$ cat src/rtl/mem_port_arbiter.sv
// Arbitrates one single-ported memory between instruction fetch and data access,
// with a starvation limit for fetch, a response timeout and per-stage stall outputs.
module mem_port_arbiter #(
  parameter int ADDR_W     = 32,
  parameter int DATA_W     = 32,
  parameter int STARVE_LIM = 4,
  parameter int MAX_WAIT   = 15
) (
  input  logic              clk,
  input  logic              rst_n,
  input  logic              if_req,
  input  logic [ADDR_W-1:0] if_addr,
  output logic [DATA_W-1:0] if_rdata,
  output logic              if_valid,
  input  logic              d_req,
  input  logic              d_we,
  input  logic [ADDR_W-1:0] d_addr,
  input  logic [DATA_W-1:0] d_wdata,
  output logic [DATA_W-1:0] d_rdata,
  output logic              d_valid,
  output logic              mem_req,
  output logic              mem_we,
  output logic [ADDR_W-1:0] mem_addr,
  output logic [DATA_W-1:0] mem_wdata,
  input  logic              mem_ready,
  input  logic [DATA_W-1:0] mem_rdata,
  output logic              stall_if,
  output logic              stall_d,
  output logic              err
);

  localparam int SW = (STARVE_LIM < 1) ? 1 : $clog2(STARVE_LIM + 1);
  localparam int WW = (MAX_WAIT < 2) ? 1 : $clog2(MAX_WAIT);
  localparam logic [SW-1:0] STARVE_MAX = SW'(STARVE_LIM);
  localparam logic [WW-1:0] WAIT_LAST  = WW'(MAX_WAIT - 1);

  typedef enum logic [1:0] {
    IDLE    = 2'd0,
    SERVE_I = 2'd1,
    SERVE_D = 2'd2,
    DONE    = 2'd3
  } state_t;

  state_t        state, state_n;
  logic [SW-1:0] starve_cnt;
  logic [WW-1:0] wait_cnt;
  logic          grant_i, grant_d, finish, timeout, serving;

  assign serving  = (state == SERVE_I) || (state == SERVE_D);
  assign stall_if = if_req & ~if_valid;
  assign stall_d  = d_req & ~d_valid;

  // NOTE: every signal driven here gets a default first, so no path leaves it unassigned (no latch).
  always_comb begin
    state_n = state;
    grant_i = 1'b0;
    grant_d = 1'b0;
    finish  = 1'b0;
    timeout = 1'b0;
    case (state)
      IDLE: begin
        if (d_req && (!if_req || (starve_cnt < STARVE_MAX))) begin
          grant_d = 1'b1;
          state_n = SERVE_D;
        end else if (if_req) begin
          grant_i = 1'b1;
          state_n = SERVE_I;
        end
      end
      SERVE_I, SERVE_D: begin
        // A response in the last allowed cycle still counts as a completion.
        if (mem_ready) begin
          finish  = 1'b1;
          state_n = DONE;
        end else if (wait_cnt == WAIT_LAST) begin
          timeout = 1'b1;
          state_n = DONE;
        end
      end
      DONE:    state_n = IDLE;
      default: state_n = IDLE;
    endcase
  end

  // NOTE: sequential state uses non-blocking assignments so all registers update from pre-edge values.
  always_ff @(posedge clk or negedge rst_n) begin
    if (!rst_n) state <= IDLE;
    else        state <= state_n;
  end

  always_ff @(posedge clk or negedge rst_n) begin
    if (!rst_n) begin
      mem_req    <= 1'b0;
      mem_we     <= 1'b0;
      mem_addr   <= '0;
      mem_wdata  <= '0;
      if_rdata   <= '0;
      if_valid   <= 1'b0;
      d_rdata    <= '0;
      d_valid    <= 1'b0;
      err        <= 1'b0;
      starve_cnt <= '0;
      wait_cnt   <= '0;
    end else begin
      if_valid <= 1'b0;
      d_valid  <= 1'b0;
      err      <= 1'b0;

      if (grant_d) begin
        mem_req   <= 1'b1;
        mem_we    <= d_we;
        mem_addr  <= d_addr;
        mem_wdata <= d_wdata;
        wait_cnt  <= '0;
        // Only consecutive data grants that actually held fetch off count toward starvation.
        if (!if_req)                      starve_cnt <= '0;
        else if (starve_cnt < STARVE_MAX) starve_cnt <= starve_cnt + 1'b1;
      end

      if (grant_i) begin
        mem_req    <= 1'b1;
        mem_we     <= 1'b0;
        mem_addr   <= if_addr;
        mem_wdata  <= '0;
        wait_cnt   <= '0;
        starve_cnt <= '0;
      end

      if (serving && !finish && !timeout) wait_cnt <= wait_cnt + 1'b1;

      if (finish || timeout) begin
        mem_req <= 1'b0;
        err     <= timeout;
        if (state == SERVE_D) begin
          d_valid <= 1'b1;
          d_rdata <= (finish && !mem_we) ? mem_rdata : '0;
        end else begin
          if_valid <= 1'b1;
          if_rdata <= finish ? mem_rdata : '0;
        end
      end
    end
  end

endmodule
$ cat config.mk
export PLATFORM = sky130hd
export DESIGN_NAME = mem_port_arbiter
export DESIGN_NICKNAME = d
export VERILOG_FILES = /design/src/rtl/mem_port_arbiter.sv
export SDC_FILE = /design/constraint.sdc
export NUM_CORES = 1
export LEC_CHECK = 0
export CORE_ASPECT_RATIO = 1.2
export CORE_MARGIN = 5
export CORE_UTILIZATION = 37
export CTS_CLUSTER_SIZE = 14
export DETAILED_ROUTE_END_ITERATION = 6
export GPL_TIMING_DRIVEN = 0
export HOLD_SLACK_MARGIN = 0.08
export PLACE_DENSITY = 0.77
export SLEW_MARGIN = 40
export SYNTH_ARGS = -nofsm -noshare
export SYNTH_HDL_FRONTEND = slang
export SYNTH_SLANG_ARGS = --single-unit
export TNS_END_PERCENT = 5
$ cat constraint.sdc
create_clock -name clk -period 1.55 [get_ports clk]
set_clock_uncertainty 0.1 [all_clocks]
set_input_delay 0.2325 -clock clk [delete_from_list [all_inputs] [get_ports clk]]
set_output_delay 0.2325 -clock clk [all_outputs]
set_load 0.02 [all_outputs]
==> impl_metrics.yaml, run 1 <==
run:
  maxCapViolCount: 0
logic_synthesis:
  synth-compound-area-share_pct: 24.3
  yosysTopAreaCell: "dfrtp_1"
  synth_nets: 606
  synthAdderAreaFrac_pct: 1.11
  async_flop_share_pct: 100
  synth_edf_count: 0
  synth_top_family_by_area: "compound AO/OA/AOI/OAI gates"
  synth.area.mux_share_pct: 0
  ys_seq_elements: 142
  yosysWarnings: 0
  ys_top_cells_by_area: "dfrtp_1, a22o_1, a31oi_1"
  yosysSeqAreaShare_pct: 62.9
  synth_flop_cell: "dfrtp_1"
  netlist.area_leader.share_pct: 62.9
  synth_xor_area_share_pct: 0
  avgSynthCellArea_um2: 12.1
  syn_area_um2: 5650
  postSynthCellCount: 467
  synthDistinctLibCells: 35
  synth-simple-area-share_pct: 7.78
grt:
  grt_pass1_wl_um: 30700
  grt_max_degree: 81
  gr-usage-all-layers_pct: 21.7
  grt_pass1_vias: 5732
  antenna_found_initial: 0
  global_route.overflow_total: 0
route:
  vias: 5322
  wl_per_cell_um: 19.7
  wl_um: 19600
  drcViolationCount: 0
  drt_iter0_drc: 244
  vias_per_cell: 5.35
  ant_nets: 0
  dr.pass1.iters: 4
floorplanning:
  core_um2: 15000
  die_height_um: 145
  dieArea_um2: 17800
  io-pin-count: 269
  fp.dieW_um: 123
  start_util_pct: 37.6
  core.rowCount: 49
setup_path:
  start_kind: "flip-flop"
  cp_max_fo: 8
  cp.required_ns: 1.75
  critical_path_class: "flip-flop to flip-flop"
  cp-end-kind: "flip-flop"
  arrival_ns: 1.94
sta:
  fmax_ghz: 0.576
  rsz0062_at_grt: "yes"
  worstMarginPinSlew_ns: 0.496
  fin_crit_sh_pct: 112
  finalHoldViolCount: 0
  setup_viol: 102
  fin_crit_ns: 1.74
  fin_ws_ns: -0.187
  drv_slew: 0
  slew_headroom_pct: 66.9
finish:
  layout.nets: 916
  layout-drive-gt1-share_pct: 15.1
  final_cells: 994
  final_area_um2: 9640
  nFillCells: 1254
  antenna_cells: 0
  area_growth_syn_to_layout_pct: 70.7
place:
  hpwl_um: 14100
  dp.cells: 940
  post_dp_cell_area_um2: 8650
  portBuffers: 268
  gp_congestion: 0.826
clock_network:
  cts-root-buf: "clkbuf_16"
  cts_buffers: 17
  cts_tree: "done"
  cts_num_sinks: 142
  cts_max_path_buffers: 2
  clkTransAtPathRegs_ns: 0.06
  h-tree-depth: 4
  clk_latency_ns: 0.41
pwr:
  peakVddDrop_mv: 1.09
  p_leak_uw: 0.00449
  power.density_nw_per_um2: 2150
min_path:
  hp-class: "primary input to async pin"
outcome:
  status: "complete, but fails checks"
  violations: "negative setup slack"
placed cells by master (no fill, tap or decap), drive strengths merged:
master / netlist / routed
or3: 1 / 1
o211a: 1 / 1
o2bb2ai: 1 / 1
dfrtp: 142 / 142
a31oi: 33 / 33
clkinvlp: 0 / 3
o31ai: 1 / 1
and2b: 1 / 1
clkbuf: 18 / 31
nor3b: 1 / 1
nand3: 35 / 35
a21oi: 2 / 2
o21ai: 35 / 35
inv: 5 / 10
ha: 5 / 5
a221oi: 1 / 1
a32o: 2 / 2
dlygate4sd3: 0 / 1
a211oi: 1 / 1
and2: 1 / 1
nand2b: 5 / 5
clkdlybuf4s15: 0 / 1
a31o: 2 / 2
nor2b: 2 / 2
nand3b: 1 / 1
o211ai: 5 / 5
dlygate4sd2: 0 / 134
a22o: 97 / 97
bufinv: 0 / 4
nand2: 5 / 5
o21a: 1 / 1
nor2: 37 / 37
clkinv: 0 / 3
buf: 25 / 54
clkdlybuf4s50: 0 / 130
and3: 1 / 1
synthesized netlist by cell type, drive strengths merged (2+ instances only):
cell type and instances:
o21ai 35, buf 25, a32o 2, a21oi 2, nand2 5, a22o 97, dfrtp 142, nor2 37
ha 5, o211ai 5, clkbuf 18, a31o 2, a31oi 33, inv 5, nand3 35, nand2b 5
nor2b 2
final timing paths:
check,startpoint,cells past startpoint,end,slack (ns)
max,wait_cnt[0]$_DFFE_PN0P_,7,if_rdata[16]$_DFFE_PN0P_,-0.19
min,rst_n,2,mem_addr[26]$_DFFE_PN0P_,0.24
max reg2reg,wait_cnt[0]$_DFFE_PN0P_,7,if_rdata[16]$_DFFE_PN0P_,-0.19
min reg2reg,starve_cnt[1]$_DFFE_PN0P_,1,starve_cnt[1]$_DFFE_PN0P_,0.40
max in group asynchronous,rst_n,3,mem_wdata[3]$_DFFE_PN0P_,0.36
min in group clk,if_addr[7],3,mem_addr[7]$_DFFE_PN0P_,0.29
metrics by stage:
step           hold WS, ns  worst slack (ns)  TNS (ns)  total power, µW  utilization, %
3_3_place_gp         0.377             -5.29   -803.46            15800            57.4
3_5_place_dp        0.0939            -0.582    -56.97            16100            57.6
4_1_cts              0.258            -0.206     -7.25            20600            63.7
5_1_grt              0.273            -0.229    -18.12            21700            64.2
2_1_floorplan       -0.163           0.00702         0            11400               -
6_report             0.236            -0.187     -8.19            20700            64.2
cell type report:
class	count	area, µm²	share of cell area [%]
Multi-Input combinational cell	277	1960	20.3
Buffer	41	404	4.19
Sequential cell	142	3550	36.9
Tap cell	204	255	2.65
Clock inverter	15	209	2.17
Inverter	5	18.8	0.195
Clock buffer	17	425	4.41
Timing Repair Buffer	293	2810	29.2
kinds of logic (layout without fill, tap and decap cells):
| kind of cell | Yosys count | count (layout) |
|---|---|---|
| AOI/OAI and AO/OA | 182 | 182 |
| DFF | 142 | 142 |
| and+or+nand+nor | 90 | 90 |
| buffers and inverters | 48 | 371 |
| adders and majority gates | 5 | 5 |
registers in the layout (all words and copies together), names as in the netlist:
name and count:
d_rdata 32, d_valid 1, err 1, if_rdata 32, if_valid 1, mem_addr 32
mem_req 1, mem_wdata 32, mem_we 1, starve_cnt 3, state 2, wait_cnt 4
layer usage:
metal | wire length (µm) | share of wire (%) | up-vias | track usage (%)
met5 | 0 | 0 | - | 0
met4 | 522 | 2.7 | 0 | 7.51
met3 | 1640 | 8.3 | 47 | 7.24
met2 | 10100 | 51 | 241 | 37.3
met1 | 7400 | 38 | 2657 | 24.9
li1 | - | - | 2377 | -
worst max-delay path, cell delays in order (launching register included):
cell,delay [ns]
dfrtp_1,0.39
inv_1,0.07
ha_2,0.18
a31o_4,0.19
nand3b_4,0.15
buf_4,0.19
buf_16,0.13
a22o_1,0.22
timing repair:
action	in CTS	in global routing
hold endpoints to repair	62	0
hold buffers	1	0
cloned	4	0
resized for setup	215	23
setup endpoints to repair	276	140
pin swaps	38	39
buffers inserted	11	8
report_power, final:
| part | switching, µW | internal [µW] | leakage, µW |
|---|---|---|---|
| Combinational | 5320 | 4680 | 0.00243 |
| Clock | 1650 | 2720 | 0.000301 |
| Sequential | 957 | 5350 | 0.00176 |
| Total | 7930 | 12800 | 0.00449 |
No activity file was read; power rests on OpenSTA's default activity.
==> run 2: changes to the inputs <==
--- a/config.mk
+++ b/config.mk
@@ -5,9 +5,10 @@
 export SDC_FILE = /design/constraint.sdc
 export NUM_CORES = 1
 export LEC_CHECK = 0
+export ABC_AREA = 1
 export CORE_ASPECT_RATIO = 1.2
 export CORE_MARGIN = 5
-export CORE_UTILIZATION = 37
+export CORE_UTILIZATION = 39
 export CTS_CLUSTER_SIZE = 14
 export DETAILED_ROUTE_END_ITERATION = 6
 export GPL_TIMING_DRIVEN = 0
==> run 2 against run 1 <==
Effect of this change:
- the run still ends with negative setup slack left
- critical endpoint is now d_rdata[9]$_DFFE_PN0P_
- register-to-register slack gained 0.13 ns
- setup slack gained 0.13 ns
- largest power group unchanged
- combinational power is essentially flat
==> impl_metrics.yaml, run 2 <==
floorplanning:
  dieArea_um2: 19000
  core.rowCount: 51
  die_height_um: 150
  fp.dieW_um: 127
  core_um2: 16100
  io-pin-count: 269
  start_util_pct: 39.5
outcome:
  violations: "negative setup slack"
  status: "complete, but fails checks"
finish:
  final_cells: 1295
  layout.nets: 1208
  final_common_cell: "nand2_1"
  layout-drive-gt1-share_pct: 11.0
  nFillCells: 1455
  layout_common_cells: "nand2_1, dfrtp_1, dlygate4sd2_1"
  post-route-util_pct: 62.4
  area_growth_syn_to_layout_pct: 58.0
logic_synthesis:
  async_flop_share_pct: 100
  synth_edf_count: 0
  syn_area_um2: 6370
  netlist.area_leader.share_pct: 55.8
  ys_top_cells_by_area: "dfrtp_1, nand2_1, nand4_1"
  postSynthCellCount: 774
  synthDistinctLibCells: 20
  yosysTopAreaCell: "dfrtp_1"
  yosysWarnings: 0
  ys_seq_elements: 142
  synth_most_common_cell: "nand2_1"
  avgSynthCellArea_um2: 8.23
  synth_flop_cell: "dfrtp_1"
  yosysSeqAreaShare_pct: 55.8
  synth_commonest_cells: "nand2_1, dfrtp_1, inv_1"
  synth_nets: 913
grt:
  grt_pass1_vias: 6062
  global_route.overflow_total: 0
  antenna_found_initial: 1
  grt_pass1_wl_um: 31100
  gr-usage-all-layers_pct: 20.5
  grt_max_degree: 74
sta:
  setup_viol: 59
  fin_crit_ns: 1.60
  finalHoldViolCount: 0
  fin_ws_ns: -0.0519
  hold_ws_ns: 0.251
  fin_crit_sh_pct: 103
  fmax_ghz: 0.624
  drv_slew: 0
  rsz0062_at_grt: "yes"
  slew_headroom_pct: 63.0
  worstMarginPinSlew_ns: 0.555
setup_path:
  crit_start: "wait_cnt[0]$_DFFE_PN0P_"
  cp-end-kind: "flip-flop"
  crit_chain: "inv_2 -> ha_4 -> nand3_4 -> o21ai_4 -> nand2_4 -> buf_6 -> nand2_1 -> nand2_1"
  r2r_start: "wait_cnt[0]$_DFFE_PN0P_"
  arrival_ns: 1.80
  start_kind: "flip-flop"
  cp.required_ns: 1.75
  slowest_delay_ns: 0.40
  crit_slowest_cell: "dfrtp_1"
  cp_common_cell: "nand2_1"
  critical_path_class: "flip-flop to flip-flop"
  cp_max_fo: 10
place:
  pre_cts_slack_ns: -0.508
  gp_congestion: 0.845
  dp.cells: 1255
  portBuffers: 268
  hpwl_um: 14400
clock_network:
  cts_max_path_buffers: 2
  cts_tree: "done"
  cts_num_sinks: 142
  cts-root-buf: "clkbuf_16"
  cts_buffers: 17
  clk_latency_ns: 0.41
  h-tree-depth: 4
  clkTransAtPathRegs_ns: 0.06
route:
  vias_per_cell: 4.68
  vias: 6059
  wl_per_cell_um: 15.1
  ant_nets: 0
  drt_iter0_drc: 315
  dr.pass1.iters: 4
  wl_um: 19600
  drcViolationCount: 0
pwr:
  total_power_uw: 20700
  power.density_nw_per_um2: 2060
  peakVddDrop_mv: 0.794
  p_leak_uw: 0.00549
run:
  maxCapViolCount: 0
min_path:
  holdCritStartpoint: "d_wdata[8]"
  hp-class: "primary input to flip-flop"
-- run 2: changes by cell type after synthesis, sizes merged, moves of 29 or more --
cell / before / now
nand4: 0 / 64
nor2: 37 / 7
a31oi: 33 / 0
nand2: 5 / 376
nand3: 35 / 6
inv: 5 / 81
a22o: 97 / 0
-- run 2: area by class of cell --
class	count	area [µm²]	area share, %
diodes	1	2.50	0.0249
plain buffers	46	328	3.26
clock buffers	20	447	4.44
clock inverters	12	183	1.81
inverters	81	307	3.04
multi-input cells	505	2350	23.4
flip-flops and latches	142	3550	35.3
well taps	212	265	2.63
repair buffers	276	2630	26.1
-- run 2: final timing paths --
path / slack [ns] / endpoint / depth (start not counted)
min in group asynchronous: 0.26 / d_rdata[13]$_DFFE_PN0P_ / 2
setup / recovery: -0.05 / d_rdata[9]$_DFFE_PN0P_ / 8
hold / removal: 0.25 / mem_wdata[8]$_DFFE_PN0P_ / 3
hold reg to reg: 0.36 / d_rdata[28]$_DFFE_PN0P_ / 2
setup reg to reg: -0.05 / d_rdata[9]$_DFFE_PN0P_ / 8
max in group asynchronous: 0.34 / mem_wdata[17]$_DFFE_PN0P_ / 3
-- run 2: cell families after synthesis --
| family | synth area share (%) |
|---|---|
| compound gates | 3.81 |
| xor+xnor | 0.412 |
| fa+ha+maj | 0.982 |
| buf+inv | 9.21 |
| flops | 55.8 |
| simple gates | 29.8 |
-- run 2: worst max-delay path: cells and delay by family (launching register included) --
kind	cells	cell delay (ns)
buffers and inverters	2	0.26
adder cells (fa/ha/maj)	1	0.14
AO/OA/AOI/OAI	1	0.24
flip-flops	1	0.40
AND/OR/NAND/NOR	4	0.34
-- run 2: timing repair --
item                       4_1_cts  5_1_grt
pin swaps                        1        3
setup endpoints to repair      259      129
gates cloned                     0        2
resized for setup              160       40
buffers inserted                 0        4
hold buffers                     1        0
hold endpoints to repair        69        0
-- run 2: where the power goes --
part	switching [µW]	leakage [µW]	internal [µW]	total (µW)
clock network	1600	0.000298	2750	4350
logic	6220	0.00340	3770	9990
registers	943	0.00179	5450	6390
-- run 2: through the flow --
stage / TNS (ns) / area [µm²]
floorplan: 0 / 6370
global placement: -840.26 / 9320
detailed placement: -31.43 / 9350
CTS: -2.49 / 9870
global route: -8.83 / 10100
finish: -1.41 / 10100
-- run 2: routing by layer --
| metal | global-route usage [%] | vias to the layer above | wire length, µm |
|---|---|---|---|
| li1 | - | 3014 | - |
| met1 | 25.0 | 2765 | 7750 |
| met2 | 34.4 | 249 | 9790 |
| met3 | 6.50 | 31 | 1630 |
| met4 | 7.03 | 0 | 428 |
| met5 | 0 | - | 0 |
==> run 3: changes to the inputs <==
--- a/config.mk
+++ b/config.mk
@@ -13,7 +13,7 @@
 export DETAILED_ROUTE_END_ITERATION = 6
 export GPL_TIMING_DRIVEN = 0
 export HOLD_SLACK_MARGIN = 0.08
-export PLACE_DENSITY = 0.77
+export PLACE_DENSITY = 0.76
 export SLEW_MARGIN = 40
 export SYNTH_ARGS = -nofsm -noshare
 export SYNTH_HDL_FRONTEND = slang
==> run 3 against run 2 <==
Effect of this change:
- via count fell by 0.56%
- the run still ends with negative setup slack left
- critical endpoint is now d_rdata[23]$_DFFE_PN0P_
- setup slack got worse by 0.0023 ns
- clock power fell by 3%
- register-to-register slack barely moved
==> impl_metrics.yaml, run 3 (synthesis gave the netlist of run 2 again) <==
grt:
  grt_max_degree: 73
  grt_pass1_wl_um: 30700
  grt_pass1_vias: 5906
  global_route.overflow_total: 0
  antenna_found_initial: 1
  gr-usage-all-layers_pct: 20.3
sta:
  finalHoldViolCount: 0
  fin_crit_ns: 1.60
  slew_headroom_pct: 62.9
  fmax_ghz: 0.623
  rsz0062_at_grt: "yes"
  drv_slew: 0
  fin_crit_sh_pct: 103
  worstMarginPinSlew_ns: 0.557
  fin_ws_ns: -0.0542
  setup_viol: 59
clock_network:
  cts_buffers: 17
  cts_num_sinks: 142
  cts_tree: "done"
  cts_max_path_buffers: 2
  h-tree-depth: 4
  clkTransAtPathRegs_ns: 0.06
  cts-root-buf: "clkbuf_16"
  clk_latency_ns: 0.42
finish:
  area_growth_syn_to_layout_pct: 56.6
  layout-drive-gt1-share_pct: 9.32
  final_common_cell: "nand2_1"
  final_area_um2: 9980
  nFillCells: 1488
  multi_input_comb_area_um2: 2280
  area.sequential_um2: 3550
  layout.nets: 1211
  final_cells: 1297
  layout_common_cells: "nand2_1, dfrtp_1, dlygate4sd2_1"
  post-route-util_pct: 61.8
setup_path:
  r2r-end: "d_rdata[23]$_DFFE_PN0P_"
  cp_max_fo: 10
  r2r_start: "wait_cnt[0]$_DFFE_PN0P_"
  cp-end-kind: "flip-flop"
  cp.required_ns: 1.76
  arrival_ns: 1.82
  reg2reg_slack_ns: -0.05
  critical_path_class: "flip-flop to flip-flop"
  worst_r2r_path_depth: 8
  start_kind: "flip-flop"
place:
  portBuffers: 268
  dp.cells: 1255
  hpwl_um: 14600
  gp_congestion: 0.826
  post_dp_cell_area_um2: 9350
route:
  wl_um: 19700
  ant_nets: 0
  vias_per_cell: 4.65
  drt_iter0_drc: 324
  drcViolationCount: 0
  wl_per_cell_um: 15.2
  dr.pass1.iters: 5
  vias: 6025
run:
  maxCapViolCount: 0
floorplanning:
  core.rowCount: 51
  dieArea_um2: 19000
  fp.dieW_um: 127
  die_height_um: 150
  start_util_pct: 39.5
  io-pin-count: 269
  core_um2: 16100
pwr:
  power.density_nw_per_um2: 2040
  peakVddDrop_mv: 0.916
  p_leak_uw: 0.00549
outcome:
  violations: "negative setup slack"
  status: "complete, but fails checks"
min_path:
  hp-class: "primary input to async pin"
==> run 3: changes by cell type in the layout (fill, tap and decap cells not counted), sizes merged <==
cell | previous run | this run
clkinv | 2 | 4
bufinv | 4 | 3
dlygate4sd2 | 134 | 133
clkdlybuf4s15 | 0 | 1
dlymetal6s2s | 0 | 1
clkdlybuf4s50 | 131 | 130
clkinvlp | 3 | 2
buf | 44 | 48
clkbuf | 32 | 30
==> run 3: worst max-delay path, stage by stage (launching register included) <==
cell and delay [ns]:
dfrtp_1 0.41, inv_2 0.08, ha_1 0.16, nand3_2 0.12, o21ai_4 0.22, nand2_4 0.12, buf_6 0.16, nand2_1 0.07
nand2_1 0.05
==> run 3: worst max path at each step <==
stage                             from                        end  slack (ns)  cells after the start
4_1_cts                         if_req                   stall_if       -0.20                      5
6_report       wait_cnt[0]$_DFFE_PN0P_    d_rdata[23]$_DFFE_PN0P_       -0.05                      8
3_3_place_gp                     rst_n  mem_wdata[10]$_DFFE_PN0P_       -5.67                      1
3_5_place_dp                    if_req                   stall_if       -0.50                      5
5_1_grt        wait_cnt[0]$_DFFE_PN0P_    d_rdata[23]$_DFFE_PN0P_       -0.14                      8
2_1_floorplan     state[1]$_DFFE_PN0P_    d_rdata[10]$_DFFE_PN0P_        0.03                      8
==> run 3: where the power goes <==
| part | total (µW) | leakage (µW) | switching, µW | internal, µW |
|---|---|---|---|---|
| Combinational | 9820 | 0.00341 | 6150 | 3660 |
| Sequential | 6340 | 0.00179 | 893 | 5450 |
| Clock | 4200 | 0.000290 | 1620 | 2580 |
| Total | 20400 | 0.00549 | 8670 | 11700 |
==> run 3: layer usage <==
metal / up-vias / wire (µm) / GRT usage (%)
met5: - / 0 / 0
met4: 0 / 286 / 5.95
met3: 23 / 1600 / 6.78
met2: 213 / 10000 / 35.8
met1: 2772 / 7780 / 23.5
li1: 3017 / - / -
==> run 3: final cells by class <==
| cell class | count | share of cell area, % |
|---|---|---|
| multi-input combinational | 505 | 22.8 |
| antenna | 1 | 0.0251 |
| timing repair buffer | 279 | 26.2 |
| buffer | 46 | 3.61 |
| tap | 212 | 2.66 |
| inverter | 81 | 3.07 |
| sequential | 142 | 35.6 |
| clock buffer | 19 | 4.44 |
| clock inverter | 12 | 1.59 |
==> run 3: what timing repair did <==
item,in CTS,in global routing
resized for setup,159,36
pin swaps,1,6
setup endpoints to repair,257,134
cloned,0,2
endpoints found under the hold margin,70,0
setup buffers,0,7
hold buffers,1,0
==> run 3: metrics by stage <==
step / TNS (ns) / setup slack [ns] / hold WS, ns / total power, µW
finish: -1.65 / -0.0542 / 0.234 / 20400
global route: -7.26 / -0.140 / 0.229 / 21700
CTS: -5.43 / -0.200 / 0.222 / 20300
detailed placement: -32.36 / -0.501 / 0.127 / 17100
global placement: -833.18 / -5.67 / 0.352 / 16900
floorplan: 0 / 0.0288 / -0.163 / 12000
